<file path="src/rtl/prio_enc_queue.sv">
// Purpose: sticky request capture plus a one-entry registered grant slot, fixed-priority or round-robin.
// Latency: a request seen at edge t is pending after t and granted on out_code after edge t+1 if the slot is free.
// Backpressure: out_code/out_valid hold while out_ready is low, and requests keep accumulating in pending.
//
// Ports:
//   clk, rst        rising-edge clock, asynchronous active-high reset
//   en              capture enable for req; draining continues while low
//   req[N-1:0]      level-sampled request lines
//   out_valid/out_ready/out_code   granted index handshake
//   pending[N-1:0]  requests captured but not yet granted
//   any             pending non-empty or a grant is being offered
module prio_enc_queue #(
    parameter int N    = 8,
    parameter int W    = $clog2(N),
    parameter int MODE = 0
) (
    input  logic         clk,
    input  logic         rst,
    input  logic         en,
    input  logic [N-1:0] req,
    output logic         out_valid,
    input  logic         out_ready,
    output logic [W-1:0] out_code,
    output logic [N-1:0] pending,
    output logic         any
);

    logic [W-1:0] ptr;
    logic [W-1:0] sel;
    logic [N-1:0] set_vec;
    logic [N-1:0] clr_vec;
    logic         slot_free;
    logic         load;

    assign slot_free = !out_valid || out_ready;
    assign load      = slot_free && (|pending);
    assign set_vec   = en ? req : '0;

    // Selection looks only at the registered pending vector, so a request
    // arriving this cycle can never be granted in the same cycle.
    always_comb begin
        sel = '0;
        if (MODE == 0) begin
            // Ascending scan: the last hit is the highest set index.
            for (int i = 0; i < N; i++) begin
                if (pending[i]) sel = W'(i);
            end
        end else begin
            // Candidate order is ptr-1, ptr-2, ... wrapping past 0 to N-1.
            // Scanning from the farthest candidate to the nearest leaves
            // the nearest hit in sel.
            for (int i = N - 1; i >= 0; i--) begin
                int idx;
                idx = (int'(ptr) + 2 * N - 1 - i) % N;
                if (pending[idx]) sel = W'(idx);
            end
        end
    end

    always_comb begin
        clr_vec = '0;
        if (load) clr_vec[sel] = 1'b1;
    end

    // Set is OR-ed in after the clear, so a bit re-requested in the cycle
    // it is granted stays pending and is granted again later.
    always_ff @(posedge clk or posedge rst) begin
        if (rst) begin
            pending <= '0;
        end else begin
            pending <= (pending & ~clr_vec) | set_vec;
        end
    end

    always_ff @(posedge clk or posedge rst) begin
        if (rst) begin
            out_valid <= 1'b0;
            out_code  <= '0;
            ptr       <= '0;
        end else if (load) begin
            out_valid <= 1'b1;
            out_code  <= sel;
            ptr       <= sel;
        end else if (slot_free) begin
            // Nothing to offer: drop valid, keep the last code.
            out_valid <= 1'b0;
        end
    end

    assign any = (|pending) || out_valid;

endmodule

</file>
<file path="config.mk">
export PLATFORM = sky130hd
export DESIGN_NAME = prio_enc_queue
export DESIGN_NICKNAME = d
export VERILOG_FILES = /design/src/rtl/prio_enc_queue.sv
export SDC_FILE = /design/constraint.sdc
export NUM_CORES = 1
export LEC_CHECK = 0
export ABC_AREA = 1
export CAP_MARGIN = 20
export CORE_UTILIZATION = 41
export CTS_CLUSTER_DIAMETER = 100
export CTS_CLUSTER_SIZE = 28
export DETAILED_ROUTE_END_ITERATION = 10
export GPL_TIMING_DRIVEN = 0
export PLACE_DENSITY = 0.8
export SLEW_MARGIN = 20
export SYNTH_ARGS = -nofsm -noshare
export SYNTH_HDL_FRONTEND = slang
export SYNTH_SLANG_ARGS = --single-unit
</file>
<file path="constraint.sdc">
create_clock -name clk -period 1.7 [get_ports clk]
set_input_delay 0.51 -clock clk [delete_from_list [all_inputs] [get_ports clk]]
set_output_delay 0.51 -clock clk [all_outputs]
set_load 0.03 [all_outputs]
</file>
==> metrics.txt <==
core region area=0.00138 mm2; crit path capture type=primary output; cells after synthesis=83; first drt pass iteration count=4; Hold WC Path Type=flip-flop to flip-flop; final WL=1430 um; Die Width=41.7 um; Overall Power=0.000765 W; Yosys cell types=18; hold path start=out_code[0]; r2r startpoint=pending[2]; fraction of layout cells with a size suffix above 1=0.216; port bufs=23; MaxCap Viol Count=0; CTS max path bufs=2; Vias=between 600 and 700; final setup TNS=-159 ps; Worst-Skew Late Latency=280 ps; VDD IR max=0.614 mV; GP Congestion=0.877; Tmin final=1860 ps; # rows=13; Crit Path Class=flip-flop to primary output; final hold slack=~480 ps; Worst-path clk slew=roughly 80 ps; Power Density=801 mW/mm2; CTS tree=built; vias in the first global route=about 540; antenna violations before repair=0; largest net degree at the start of global routing=13; Crit Path Max Fanout=4; setup ws final=-159 ps; placed cells=121; gr usage total=0.179; WP data arrival=1350 ps; Final #Nets=124; Layout fillers=about 110; reg2reg end=pending[4]; R2R depth=9; Hold Crit Depth=2; Post-DP HPWL=approximately 1000 um; largest cells by area after synthesis=dfrtp_1, nand2_1, inv_1; DRC errors left=0; number of antenna diodes=0; Seq/Total Area, Yosys=0.465; register-to-register setup slack=410 ps; Mean Syn Cell Area=7.78 um2; CTS Hold Buffers Added=0; Relative slew margins=0.693; post-synthesis net count=95; Setup-failing EPs final=1; status=complete, but fails checks; chip height=about 42 um; Leak=0.443 nW; #FFs+latches synth=12; Max H-tree Level=1; Hold Fails Final Rpt=0; RSZ-0062 raised after global routing=yes; top-level I/O count=25; Achievable Freq=~540 MHz; YS warnings=0; Setup crit start=pending[2]; actual slew at the worst max-slew pin=460 ps; Layout area overhead=48.1%; CTS Sinks=12; Layout Cells excl Fill=126; Starting Density=0.467; top cell type by total area after synthesis=dfrtp_1; Initial DRC Count=11; CP Launch Type=flip-flop; Max Slew Vio Count=0; Die Area=0.00174 mm2; Num CTS Buffers=3; Final period util=1.09; top cell type's share of synthesized area=0.465; hold endpoint=out_code[0]; Setup Skew=1.30 ps; global-route wire length before repair=approximately 2400 um; post-route ant nets=0; DR WL/cell=11.4 um; Post-Synthesis Cell Area=646 um2; violated checks=setup timing; Req. time, crit path=around 1200 ps; drt via density=between 4 and 5; Congestion Overflow GR=0; Root Driver=clkbuf_4
[cell families after synthesis]
logic type | share of synthesized area
AND/OR/NAND/NOR | 0.355
buffers and inverters | 0.101
flip-flops | 0.465
AO/OA/AOI/OAI | 0.0794
[synth_stat cells]
cell / number
a21oi_1: 1
clkbuf_1: 1
dfrtp_1: 12
inv_1: 13
inv_2: 1
inv_6: 1
nand2_1: 32
nand2_2: 2
nand3_1: 3
nand3_2: 1
nor2_1: 3
nor2_2: 2
nor2_4: 2
nor2_8: 1
nor3_1: 1
o21ai_0: 1
o21ai_1: 3
o21ai_2: 3
[layer usage]
metal	share of wire	up-vias	track usage
li1	-	307	-
met1	0.42	273	0.223
met2	0.50	23	0.291
met3	0.055	5	0.0348
met4	0.024	0	0.0968
met5	0	-	0
[metrics by stage]
stage,util,instance area [um2],worst slack [ps]
after floorplan,-,646,13.8
after global placement,0.647,895,-332
after global routing,0.691,956,-236
after CTS,0.668,923,-197
final,0.691,956,-159
after detailed placement,0.647,895,-345
[power breakdown]
group / total, W / switching, W / leakage (nW) / internal [W]
Clock: 0.000230 / 0.0000994 / 0.0210 / 0.000130
Combinational: 0.000199 / 0.000122 / 0.302 / 0.0000769
Sequential: 0.000337 / 0.0000268 / 0.120 / 0.000310
Total: 0.000765 / 0.000248 / 0.443 / 0.000517
[how the worst max path moves through the flow]
stage	to	slack (ps)
floorplan	any	10
global placement	any	-330
detailed placement	any	-340
CTS	any	-200
global route	any	-240
finish	any	-160
[registers in the layout (all words and copies together) (netlist names)]
register   flops
out_valid      1
out_code       3
pending        8
[area by class of cell]
cell class	instances	area (um2)	share of cell area
buffer	1	3.75	0.00393
clock buffer	4	36.3	0.0380
inverter	15	61.3	0.0641
multi-input combinational	55	308	0.322
sequential	12	304	0.318
tap	15	18.8	0.0196
timing repair buffer	24	224	0.234
[cell usage in the layout, fill, tap and decap left out]
master | netlist | layout
o21ai_1 | 3 | 3
nand3_1 | 3 | 3
inv_1 | 13 | 13
nand2_2 | 2 | 3
a21oi_1 | 1 | 1
dfrtp_1 | 12 | 9
buf_6 | 0 | 1
nor2_8 | 1 | 1
dfrtp_2 | 0 | 3
clkbuf_8 | 0 | 1
nand2_1 | 32 | 31
nor2_1 | 3 | 2
o21ai_2 | 3 | 3
dlygate4sd2_1 | 0 | 12
inv_2 | 1 | 1
nand3_4 | 0 | 1
clkbuf_1 | 1 | 1
nor3_1 | 1 | 1
o21ai_0 | 1 | 1
nor2_4 | 2 | 5
buf_4 | 0 | 1
clkdlybuf4s50_1 | 0 | 10
clkbuf_4 | 0 | 3
inv_6 | 1 | 1
[critical path, stage by stage, from the launching register on]
cell and delay, ps:
dfrtp_1 440, nor2_4 170, nand3_4 100, nor2_4 160
nand2_2 60, buf_6 140
[repair_timing]
item | 4_1_cts | 5_1_grt
buffers inserted | 0 | 1
pin swaps | 0 | 3
endpoints found under the setup margin | 13 | 1
cloned | 0 | 0
resized for setup | 20 | 9
No activity file was read; power rests on OpenSTA's default activity.
